===== src/rtl/flag_pkg.sv =====
// Shared opcodes, flag bit indices, branch condition codes and controller states
// for the status-flag sequencing controller.
package flag_pkg;

    localparam logic [4:0] OP_ADD  = 5'h00;
    localparam logic [4:0] OP_SUB  = 5'h01;
    localparam logic [4:0] OP_ADDI = 5'h02;
    localparam logic [4:0] OP_AND  = 5'h03;
    localparam logic [4:0] OP_OR   = 5'h04;
    localparam logic [4:0] OP_XOR  = 5'h05;
    localparam logic [4:0] OP_NOT  = 5'h06;
    localparam logic [4:0] OP_INV  = 5'h07;
    localparam logic [4:0] OP_ROR  = 5'h08;
    localparam logic [4:0] OP_ROL  = 5'h09;
    localparam logic [4:0] OP_SHR  = 5'h0A;
    localparam logic [4:0] OP_SHL  = 5'h0B;
    localparam logic [4:0] OP_LDIF = 5'h19;
    localparam logic [4:0] OP_MOVF = 5'h1A;

    localparam int unsigned FLG_Z = 0;
    localparam int unsigned FLG_C = 1;
    localparam int unsigned FLG_N = 2;
    localparam int unsigned FLG_O = 3;

    typedef enum logic [2:0] {
        CC_Z  = 3'd0,
        CC_NZ = 3'd1,
        CC_C  = 3'd2,
        CC_NC = 3'd3,
        CC_N  = 3'd4,
        CC_NN = 3'd5,
        CC_O  = 3'd6,
        CC_AL = 3'd7
    } cond_e;

    typedef enum logic [1:0] {
        IDLE,
        WAIT,
        COMMIT
    } state_e;

    function automatic logic cond_eval(input logic [3:0] f, input logic [2:0] code);
        logic r;
        case (cond_e'(code))
            CC_Z:    r = f[FLG_Z];
            CC_NZ:   r = ~f[FLG_Z];
            CC_C:    r = f[FLG_C];
            CC_NC:   r = ~f[FLG_C];
            CC_N:    r = f[FLG_N];
            CC_NN:   r = ~f[FLG_N];
            CC_O:    r = f[FLG_O];
            default: r = 1'b1;
        endcase
        return r;
    endfunction

endpackage


===== src/rtl/flag_mask_dec.sv =====
// Opcode decoder: which flag bits an instruction may update and whether it must
// wait for an ALU flag result.
module flag_mask_dec
    import flag_pkg::*;
#(
    parameter int unsigned NFLAGS = 8
) (
    input  logic [4:0]        op_i,
    input  logic [2:0]        sel_i,
    input  logic              val_i,
    output logic [NFLAGS-1:0] mask_o,
    output logic              needs_alu_o,
    output logic              is_ldif_o
);

    always_comb begin
        mask_o      = '0;
        needs_alu_o = 1'b0;
        is_ldif_o   = 1'b0;
        case (op_i)
            OP_ADD, OP_SUB, OP_ADDI: begin
                mask_o      = NFLAGS'(8'h0F);
                needs_alu_o = 1'b1;
            end
            OP_AND, OP_OR, OP_XOR, OP_NOT, OP_INV: begin
                mask_o      = NFLAGS'(8'h05);
                needs_alu_o = 1'b1;
            end
            OP_ROR, OP_ROL, OP_SHR, OP_SHL: begin
                mask_o      = NFLAGS'(8'h07);
                needs_alu_o = 1'b1;
            end
            OP_LDIF: begin
                // Selector 7 is a legal no-op that still goes through COMMIT.
                is_ldif_o = 1'b1;
                if (sel_i != 3'd7) begin
                    mask_o = NFLAGS'(1) << sel_i;
                end
            end
            OP_MOVF: begin
                if (!val_i) begin
                    mask_o      = '1;
                    needs_alu_o = 1'b1;
                end
            end
            default: ;
        endcase
    end

endmodule


===== src/rtl/flag_ctrl.sv =====
// Status-flag sequencing controller with masked commits and a stall-aware branch
// condition port. Define FLAG_SAVE_EN to add the save/restore shadow register.
module flag_ctrl
    import flag_pkg::*;
#(
    parameter int unsigned NFLAGS      = 8,
    parameter int unsigned ALU_TIMEOUT = 15
) (
    input  logic              clk,
    input  logic              rst_n,
    input  logic              ins_valid,
    output logic              ins_ready,
    input  logic [4:0]        ins_op,
    input  logic [2:0]        ins_sel,
    input  logic              ins_val,
    input  logic              alu_valid,
    input  logic [NFLAGS-1:0] alu_flags,
    input  logic              cond_valid,
    output logic              cond_ready,
    input  logic [2:0]        cond_code,
    output logic              cond_true,
    output logic              cond_done,
`ifdef FLAG_SAVE_EN
    input  logic              save_req,
    input  logic              restore_req,
`endif
    output logic [NFLAGS-1:0] flags,
    output logic              commit,
    output logic              timeout_err
);

    localparam int unsigned CNT_W = $clog2(ALU_TIMEOUT + 1);
    localparam logic [CNT_W-1:0] CNT_LAST = CNT_W'(ALU_TIMEOUT - 1);

    state_e            state_q, state_d;
    logic [CNT_W-1:0]  cnt_q, cnt_d;
    logic [NFLAGS-1:0] mask_q, mask_d;
    logic [NFLAGS-1:0] src_q, src_d;
    logic [NFLAGS-1:0] flags_q, flags_d;
    logic              commit_q, commit_d;
    logic              cond_true_q, cond_true_d;
    logic              cond_done_q, cond_done_d;
    logic              timeout_err_q, timeout_err_d;
`ifdef FLAG_SAVE_EN
    logic [NFLAGS-1:0] shadow_q, shadow_d;
`endif

    logic [NFLAGS-1:0] dec_mask;
    logic              dec_needs_alu;
    logic              dec_is_ldif;
    logic              hold;

    flag_mask_dec #(
        .NFLAGS(NFLAGS)
    ) u_dec (
        .op_i       (ins_op),
        .sel_i      (ins_sel),
        .val_i      (ins_val),
        .mask_o     (dec_mask),
        .needs_alu_o(dec_needs_alu),
        .is_ldif_o  (dec_is_ldif)
    );

    always_comb begin
        hold = 1'b0;
`ifdef FLAG_SAVE_EN
        hold = save_req | restore_req;
`endif
        ins_ready  = (state_q == IDLE) && !hold;
        // Instructions take priority over queries; a transfer this cycle blocks the query.
        cond_ready = rst_n && (state_q == IDLE) && !hold && !ins_valid;

        state_d       = state_q;
        cnt_d         = cnt_q;
        mask_d        = mask_q;
        src_d         = src_q;
        flags_d       = flags_q;
        commit_d      = 1'b0;
        cond_true_d   = cond_true_q;
        cond_done_d   = 1'b0;
        timeout_err_d = timeout_err_q;
`ifdef FLAG_SAVE_EN
        shadow_d      = shadow_q;
`endif

        case (state_q)
            IDLE: begin
`ifdef FLAG_SAVE_EN
                if (restore_req) begin
                    flags_d  = shadow_q;
                    commit_d = 1'b1;
                end else if (save_req) begin
                    shadow_d = flags_q;
                end
`endif
                if (ins_valid && ins_ready) begin
                    mask_d = dec_mask;
                    src_d  = {NFLAGS{ins_val}};
                    if (dec_is_ldif) begin
                        state_d = COMMIT;
                    end else if (dec_needs_alu) begin
                        state_d = WAIT;
                        cnt_d   = '0;
                    end
                end
            end
            WAIT: begin
                if (alu_valid) begin
                    src_d   = alu_flags;
                    state_d = COMMIT;
                end else if (cnt_q == CNT_LAST) begin
                    timeout_err_d = 1'b1;
                    state_d       = IDLE;
                end else begin
                    cnt_d = cnt_q + 1'b1;
                end
            end
            COMMIT: begin
                flags_d  = (flags_q & ~mask_q) | (src_q & mask_q);
                commit_d = 1'b1;
                state_d  = IDLE;
            end
            default: state_d = IDLE;
        endcase

        if (cond_valid && cond_ready) begin
            cond_true_d = cond_eval(flags_q[3:0], cond_code);
            cond_done_d = 1'b1;
        end
    end

    always_ff @(posedge clk) begin
        if (!rst_n) begin
            state_q       <= IDLE;
            cnt_q         <= '0;
            mask_q        <= '0;
            src_q         <= '0;
            flags_q       <= '0;
            commit_q      <= 1'b0;
            cond_true_q   <= 1'b0;
            cond_done_q   <= 1'b0;
            timeout_err_q <= 1'b0;
`ifdef FLAG_SAVE_EN
            shadow_q      <= '0;
`endif
        end else begin
            state_q       <= state_d;
            cnt_q         <= cnt_d;
            mask_q        <= mask_d;
            src_q         <= src_d;
            flags_q       <= flags_d;
            commit_q      <= commit_d;
            cond_true_q   <= cond_true_d;
            cond_done_q   <= cond_done_d;
            timeout_err_q <= timeout_err_d;
`ifdef FLAG_SAVE_EN
            shadow_q      <= shadow_d;
`endif
        end
    end

    assign flags       = flags_q;
    assign commit      = commit_q;
    assign cond_true   = cond_true_q;
    assign cond_done   = cond_done_q;
    assign timeout_err = timeout_err_q;

endmodule


===== config.mk =====
export PLATFORM = sky130hd
export DESIGN_NAME = flag_ctrl
export DESIGN_NICKNAME = d
export VERILOG_FILES = /design/src/rtl/flag_pkg.sv /design/src/rtl/flag_mask_dec.sv /design/src/rtl/flag_ctrl.sv
export SDC_FILE = /design/constraint.sdc
export NUM_CORES = 1
export LEC_CHECK = 0
export CORE_MARGIN = 2
export CORE_UTILIZATION = 53
export DETAILED_ROUTE_END_ITERATION = 8
export GPL_TIMING_DRIVEN = 1
export PLACE_DENSITY = 0.91
export SYNTH_ARGS = -nofsm -noshare
export SYNTH_HDL_FRONTEND = slang
export SYNTH_SLANG_ARGS = --single-unit

===== constraint.sdc =====
create_clock -name clk -period 4.8 [get_ports clk]
set_input_delay 0.96 -clock clk [delete_from_list [all_inputs] [get_ports clk]]
set_output_delay 0.96 -clock clk [all_outputs]
set_load 0.03 [all_outputs]

# --- After elaboration in Yosys (flattened, before gate mapping) ---
# Index checks and enable logic that the tools add are counted.
word_totals:
  output_inout_bits: 14
  wordCells: 92
  input_bits: 25
  regBits: 34
classes:
  n_eq_ne: 31
  n_reduce_logical: 18
  bitwise_logic: 8
  shifts: 1
  n_mux: 24
  n_addsub: 1
op_table:
  columns: ["op", "n"]
  rows:
  - ["one-hot mux 8 bit (5 select lines)", 1]
  - ["2-to-1 mux 8 bit", 4]
  - ["== test 5 x 3 -> 1 bit, second input constant", 4]
  - ["== test 5 x 4 -> 1 bit, second input constant", 4]
  - ["2-to-1 mux 4 bit", 5]
  - ["AND 8 bit", 2]
  - ["one-hot mux 8 bit (2 select lines)", 1]
  - ["OR reduction 12 bit", 1]
  - ["== test 5 x 2 -> 1 bit, second input constant", 2]
  - ["== test 5 bit, second input constant", 2]
  - ["2-to-1 mux 2 bit", 5]
  - ["== test 3 bit, second input constant", 3]
  - ["AND reduction 3 bit", 3]
  - ["inequality test 2 bit, second input constant", 4]
  - ["inverter 8 bit", 1]
  - ["OR 8 bit", 1]
  - ["one-hot mux 4 bit (2 select lines)", 1]
  - ["left shift 1 x 3 -> 8 bit, first input constant", 1]
  - ["one-hot mux 1 bit (7 select lines)", 1]
  - ["== test 3 x 2 -> 1 bit, second input constant", 2]
  - ["inequality test 3 bit, second input constant", 2]
  - ["AND reduction 6 bit", 1]
  - ["== test 5 x 1 -> 1 bit, second input constant", 1]
  - ["zero test 5 bit", 1]
  - ["other kinds (20)", 30]

# --- Depth between registers and ports, before layout ---
# Gate-level depths: netlist of run 1.
logic_depth:
  word_depth: 7
  depth_mapped: 7
  ltp_nobuf: 6

# --- Modules after synthesis ---
# A second synthesis of run 1 with hierarchy kept.
unflattened:
  hier_cells: 191
  hier_area_um2: 1707.9
modules_own_cells:
  columns: ["mod", "area_per_inst_um2", "n_inst", "cells_per_inst"]
  rows:
  - ["flag_ctrl", 1520.2, 1, 163]
  - ["flag_mask_dec", 187.7, 1, 28]

# --- Least setup slack after synthesis of run 1 ---
# No wires, ideal clock.
synth_timing:
  kind: "input to output"
  startpoint: "input port ins_valid"
  endpoint: "output port cond_ready"
  arrival_ps: 2047
  cell_stages: 1
  path_slack_ps: 1793
  required_time_ps: 3840
  cell_sequence: "nor4b_1"
synth_between:
  elab_chain_len: 2
synth_lines:
  columns: ["element", "line", "text"]
  rows:
  - ["from (decl)", "flag_ctrl.sv:11", "input logic ins_valid,"]
  - ["zero test 1 bit", "flag_ctrl.sv:71", "cond_ready = rst_n && (state_q == IDLE) && !hold && !ins_valid;"]
  - ["logical AND 1 bit", "flag_ctrl.sv:71", null]
  - ["to (decl)", "flag_ctrl.sv:19", "output logic cond_ready,"]
# No other way between the ends.

# --- Worst setup path in the final report of run 1 ---
layout_timing:
  startpoint: "input port rst_n"
  endpoint: "output port cond_ready"
layout_between:
  elab_chain_len: 2
layout_lines:
  columns: ["element", "line", "text"]
  rows:
  - ["from (decl)", "flag_ctrl.sv:10", "input logic rst_n,"]
  - ["logical AND 1 bit (2 in series)", "flag_ctrl.sv:71", null]
# No other way between the ends.

==> flow_metrics.env, run 1 <==
export IMPL_core_sq_mm=0.00300
export IMPL_tightest_slew_ps=1100
export IMPL_stdcell_count=256
export IMPL_rows=20
export IMPL_wl_per_cell_um=13.1
export IMPL_syn_inst=188
export IMPL_antenna_cells=0
export IMPL_rr_worst_depth=3
export IMPL_rsz0062_at_grt="false"
export IMPL_crit_type="primary input to output port"
export IMPL_synth_top_flop_cell="dfxtp_1"
export IMPL_initial_utilization_pct=54.7
export IMPL_async_flop_share_pct=0
export IMPL_hp_class="register to register"
export IMPL_multiInputGateArea_sq_um=892
export IMPL_regArea_sq_um=681
export IMPL_powerDensity_mw_per_mm2=309
export IMPL_finalSetupViolations=0
export IMPL_synth_net_count=215
export IMPL_end_kind="output port"
export IMPL_die_x_um=59.7
export IMPL_total_power_mw=0.653
export IMPL_clock_sinks=34
export IMPL_wirelength_um=3360
export IMPL_p_leak_nw=0.741
export IMPL_postSynthAreaPerCell_sq_um=8.73
export IMPL_hold_viol_final=0
export IMPL_clk_insertion_delay_late_ps=350
export IMPL_outcome="complete, no violations"
export IMPL_viasPerCell=5.67
export IMPL_synthTopCellsByCount="dfxtp_1 (34), nand2_1 (29), nor2_1 (16)"
export IMPL_synth_distinct_cells=45
export IMPL_ir_drop_mv=0.180
export IMPL_cts_hold_buf=0
export IMPL_drc=0
export IMPL_holdPathStages=2
export IMPL_cp_start_kind="primary input"
export IMPL_pre_cts_slack_ps=1210
export IMPL_synthTopCellsByArea="dfxtp_1 (41%), nand2_1 (6.6%), mux2i_1 (6.1%)"
export IMPL_root_buffer="clkbuf_4"
export IMPL_grt_max_degree=25
export IMPL_cp_data_required_time_ps=3840
export IMPL_slew_viol_final=0
export IMPL_cts_setup_buffers=0
export IMPL_yosysWarningCount=0
export IMPL_r2r_slack_ps=2980
export IMPL_yosysTopAreaCell="dfxtp_1"
export IMPL_synth_top_area_share_pct=41.5
export IMPL_cts_resized_gates=0
export IMPL_timing_final_ws_setup_ps=1220
export IMPL_holdWs_ps=460
export IMPL_ios=39
export IMPL_antenna_found_initial=0
export IMPL_grt_pass1_wl_um=5750
export IMPL_setup_tns_ps=0
export IMPL_clkTransAtPathRegs_ps=110
export IMPL_dieHeight_um=59.7
export IMPL_io_buffers=38
export IMPL_post_route_min_period_ps=3580
export IMPL_synth_most_common_cell="dfxtp_1"
export IMPL_finalWeightedCongestion=0.776
export IMPL_initialDrtViolationCount=61
export IMPL_fillerInstances=220
export IMPL_dp_cells=248
export IMPL_ys_ff_latch=34
export IMPL_cts_buffers=5
export IMPL_max_slew_margin_rel_pct=26.5
export IMPL_fin_area_sq_mm=0.00211
export IMPL_skew_ps=15.3
export IMPL_post_dp_hpwl_um=2480
export IMPL_dpl_instance_area_sq_mm=0.00200
export IMPL_cts_tree="built"
export IMPL_cts_buffer_depth=2
export IMPL_synth_edf_count=0
export IMPL_syn_cell_area_sq_mm=0.00164
export IMPL_area_growth_pct=28.7
export IMPL_nNetsFinal=249
export IMPL_final_util_pct=70.4
export IMPL_max_freq_mhz=280
export IMPL_grt_overflow=0
export IMPL_period_share_pct=74.5
export IMPL_die_area_sq_mm=0.00356
export IMPL_grt_total_usage_pct=21.5
export IMPL_grt_pass1_vias=1323
export IMPL_r2r_end="src_q[6]"
export IMPL_yosysSeqAreaShare_pct=41.5
export IMPL_arrival_ps=2620
export IMPL_drive_gt1_share_pct=6.28
export IMPL_vias=1452
export IMPL_maxCapViolCount=0
export IMPL_antenna_left=0
export IMPL_drtPass1Iterations=4
export IMPL_crit_fanout=7
export IMPL_r2r_start="state_q[0]"
export IMPL_htree_levels=2
## worst max path at each step
stage | start | to | cells after the start
CTS | rst_n | cond_ready | 3
detailed placement | rst_n | cond_ready | 3
global route | rst_n | cond_ready | 3
finish | rst_n | cond_ready | 3
global placement | rst_n | cond_ready | 3
floorplan | ins_valid | cond_ready | 1
## power by group
group	internal [mW]	total (mW)	leakage (nW)	switching, mW
registers	0.291	0.297	0.277	0.00613
logic	0.0400	0.0814	0.406	0.0414
clock network	0.176	0.274	0.0585	0.0981
total	0.508	0.653	0.741	0.146
## layout make-up
cell class | count | area share, %
Multi-Input combinational cell | 141 | 42.2
Sequential cell | 34 | 32.2
Timing Repair Buffer | 38 | 18.0
Clock inverter | 2 | 2.84
Clock buffer | 6 | 2.43
Tap cell | 33 | 1.95
Inverter | 2 | 0.355
## logic make-up (layout without fill, tap and decap cells)
| kind of cell | count (synthesis) | count (layout) | synth area share [%] |
|---|---|---|---|
| xor+xnor | 2 | 2 | 1.07 |
| buf+inv | 13 | 48 | 4.19 |
| simple gates | 80 | 80 | 23.9 |
| flops | 34 | 34 | 41.5 |
| mux | 12 | 12 | 7.47 |
| compound gates | 45 | 45 | 20.4 |
| fa+ha+maj | 2 | 2 | 1.52 |
## worst max-delay path, stage by stage
cell and delay (ps):
clkdlybuf4s50_1 610, nor4b_1 310, clkdlybuf4s50_1 730
## cells in the final DEF (no fill, tap or decap), types with 2 or more instances in the layout
master,count
mux2i_1,10
nand4_1,3
clkdlybuf4s50_1,38
o21ai_0,4
nand2_1,29
nor3_1,3
dfxtp_1,34
a21oi_1,12
nand3_1,11
nor3b_1,4
bufinv_16,2
ha_1,2
a211o_1,2
nor2_1,16
nand2b_1,2
and2_1,2
nor2b_1,5
clkbuf_4,5
a31oi_1,3
a22oi_1,2
a211oi_1,8
inv_1,2
mux2_2,2
## metal layers
layer | GRT usage, % | vias to the layer above | share of wire [%]
met3 | 5.84 | 7 | 5.2
met2 | 34.9 | 39 | 47
met4 | 7.94 | 0 | 1.7
met5 | 0 | - | 0
li1 | - | 750 | -
met1 | 27.1 | 656 | 47
No activity file was read; power rests on OpenSTA's default activity.
==> run 2: changes to the inputs <==
- CORE_UTILIZATION: 53 -> 49
- PLACE_DENSITY: 0.91 -> 0.86
- clock period: 4.8 -> 3.4 ns (I/O delays scaled with it)
==> run 2 against run 1 <==
Net effect:
- die area rose by 7.6%
- critical path depth unchanged
- clock skew is 4.7 ps lower
- hold slack lost 1.1 ps
- sequential share of layout area is 0.095 points lower
- routed wire length up 1.8%
- clock power hardly changed
- cell count rose by 6.3%
- count of clock-buffer cells in the layout increased by 2
- global-route usage is 2.9 points lower
==> flow_metrics.env, run 2 (synthesis gave the netlist of run 1 again) <==
export IMPL_timing_final_ws_setup_ps=511
export IMPL_antenna_found_initial=0
export IMPL_grt_total_usage_pct=18.6
export IMPL_ir_drop_mv=0.197
export IMPL_end_kind="output port"
export IMPL_max_freq_mhz=346
export IMPL_initial_utilization_pct=50.0
export IMPL_drtPass1Iterations=4
export IMPL_ios=39
export IMPL_cts_resized_gates=0
export IMPL_finalWeightedCongestion=0.850
export IMPL_powerDensity_mw_per_mm2=381
export IMPL_r2r_end="src_q[1]"
export IMPL_p_leak_nw=0.741
export IMPL_dieHeight_um=61.9
export IMPL_slew_viol_final=0
export IMPL_clk_insertion_delay_late_ps=320
export IMPL_grt_max_degree=19
export IMPL_viasPerCell=5.44
export IMPL_slowest_delay_ps=740
export IMPL_grt_pass1_vias=1271
export IMPL_crit_type="primary input to output port"
export IMPL_period_share_pct=85.0
export IMPL_antenna_cells=0
export IMPL_cp_slowest_cell="clkdlybuf4s50_1"
export IMPL_hold_viol_final=0
export IMPL_skew_ps=10.6
export IMPL_layout_commonest_cell="clkdlybuf4s50_1"
export IMPL_crit_chain="clkdlybuf4s50_1 -> nor4b_1 -> clkdlybuf4s50_1"
export IMPL_cts_setup_buffers=0
export IMPL_max_slew_margin_rel_pct=28.4
export IMPL_post_route_min_period_ps=2890
export IMPL_rr_worst_depth=3
export IMPL_io_buffers=38
export IMPL_vias=1479
export IMPL_grt_pass1_wl_um=5290
export IMPL_crit_fanout=5
export IMPL_arrival_ps=2210
export IMPL_htree_levels=2
export IMPL_die_x_um=61.9
export IMPL_cp_data_required_time_ps=2720
export IMPL_hp_class="register to register"
export IMPL_wl_per_cell_um=12.6
export IMPL_dpl_instance_area_sq_mm=0.00204
export IMPL_final_cell_mix="clkdlybuf4s50_1 (38), dfxtp_1 (34), nand2_1 (29)"
export IMPL_stdcell_count=272
export IMPL_antenna_left=0
export IMPL_drc=0
export IMPL_r2r_start="state_q[0]"
export IMPL_pre_cts_slack_ps=500
export IMPL_rsz0062_at_grt="false"
export IMPL_wirelength_um=3420
export IMPL_tightest_slew_ps=1070
export IMPL_outcome="complete, no violations"
export IMPL_cts_tree="built"
export IMPL_fin_area_sq_mm=0.00212
export IMPL_initialDrtViolationCount=71
export IMPL_cts_buffers=5
export IMPL_r2r_slack_ps=1630
export IMPL_fillerInstances=255
export IMPL_clkTransAtPathRegs_ps=100
export IMPL_area_growth_pct=29.1
export IMPL_post_dp_hpwl_um=2560
export IMPL_cts_hold_buf=0
export IMPL_rows=21
export IMPL_die_area_sq_mm=0.00383
export IMPL_path_common_cell="clkdlybuf4s50_1"
export IMPL_core_sq_mm=0.00328
export IMPL_cts_buffer_depth=2
export IMPL_maxCapViolCount=0
export IMPL_holdWs_ps=459
export IMPL_setup_tns_ps=0
export IMPL_cp_start_kind="primary input"
export IMPL_clock_sinks=34
export IMPL_dp_cells=264
export IMPL_nNetsFinal=252
export IMPL_root_buffer="clkbuf_4"
export IMPL_holdPathStages=2
export IMPL_drive_gt1_share_pct=7.52
export IMPL_finalSetupViolations=0
export IMPL_grt_overflow=0
-- run 2: cell types whose count changed in the layout (fill, tap and decap cells not counted) --
cell and change:
clkbuf_8 +2, bufinv_16 -2, buf_4 +3
-- run 2: area by class of cell --
type                            count  area (sq um)  area share (%)
Sequential cell                    34           681            32.1
Timing Repair Buffer               41           403            19.0
Clock buffer                        8          78.8            3.72
Multi-Input combinational cell    141           892            42.1
Inverter                            2          7.51           0.354
Tap cell                           46          57.6            2.72
-- run 2: how the worst max path moves through the flow --
| stage | start | endpoint | slack [ps] | cells past startpoint |
|---|---|---|---|---|
| CTS | ins_valid | cond_ready | 500 | 3 |
| floorplan | ins_valid | cond_ready | 950 | 1 |
| global placement | ins_valid | cond_ready | 540 | 3 |
| finish | ins_valid | cond_ready | 510 | 3 |
| detailed placement | ins_valid | cond_ready | 500 | 3 |
| global route | ins_valid | cond_ready | 350 | 3 |
-- run 2: power by group --
group,leakage (nW),internal (mW),switching [mW]
logic,0.420,0.0591,0.0574
clock network,0.0446,0.141,0.130
registers,0.277,0.411,0.00879
total,0.741,0.611,0.196
-- run 2: stage by stage --
stage               utilization [%]  total power, mW
detailed placement             62.1            0.545
CTS                            64.5            0.812
global placement               62.1            0.543
global route                   64.5            0.841
floorplan                         -            0.496
finish                         64.5            0.807
-- run 2: worst max-delay path: cells and delay by family --
family | cells | cell delay [ps]
buf+inv | 2 | 1210
simple gates | 1 | 320
-- run 2: metal layers --
metal  wire length, um  share of wire [%]  global-route usage, %
met1              1590                 46                   23.8
met2              1620                 47                   29.5
met3               182                5.3                   6.63
met4                37                1.1                   5.78
met5                 0                  0                      0
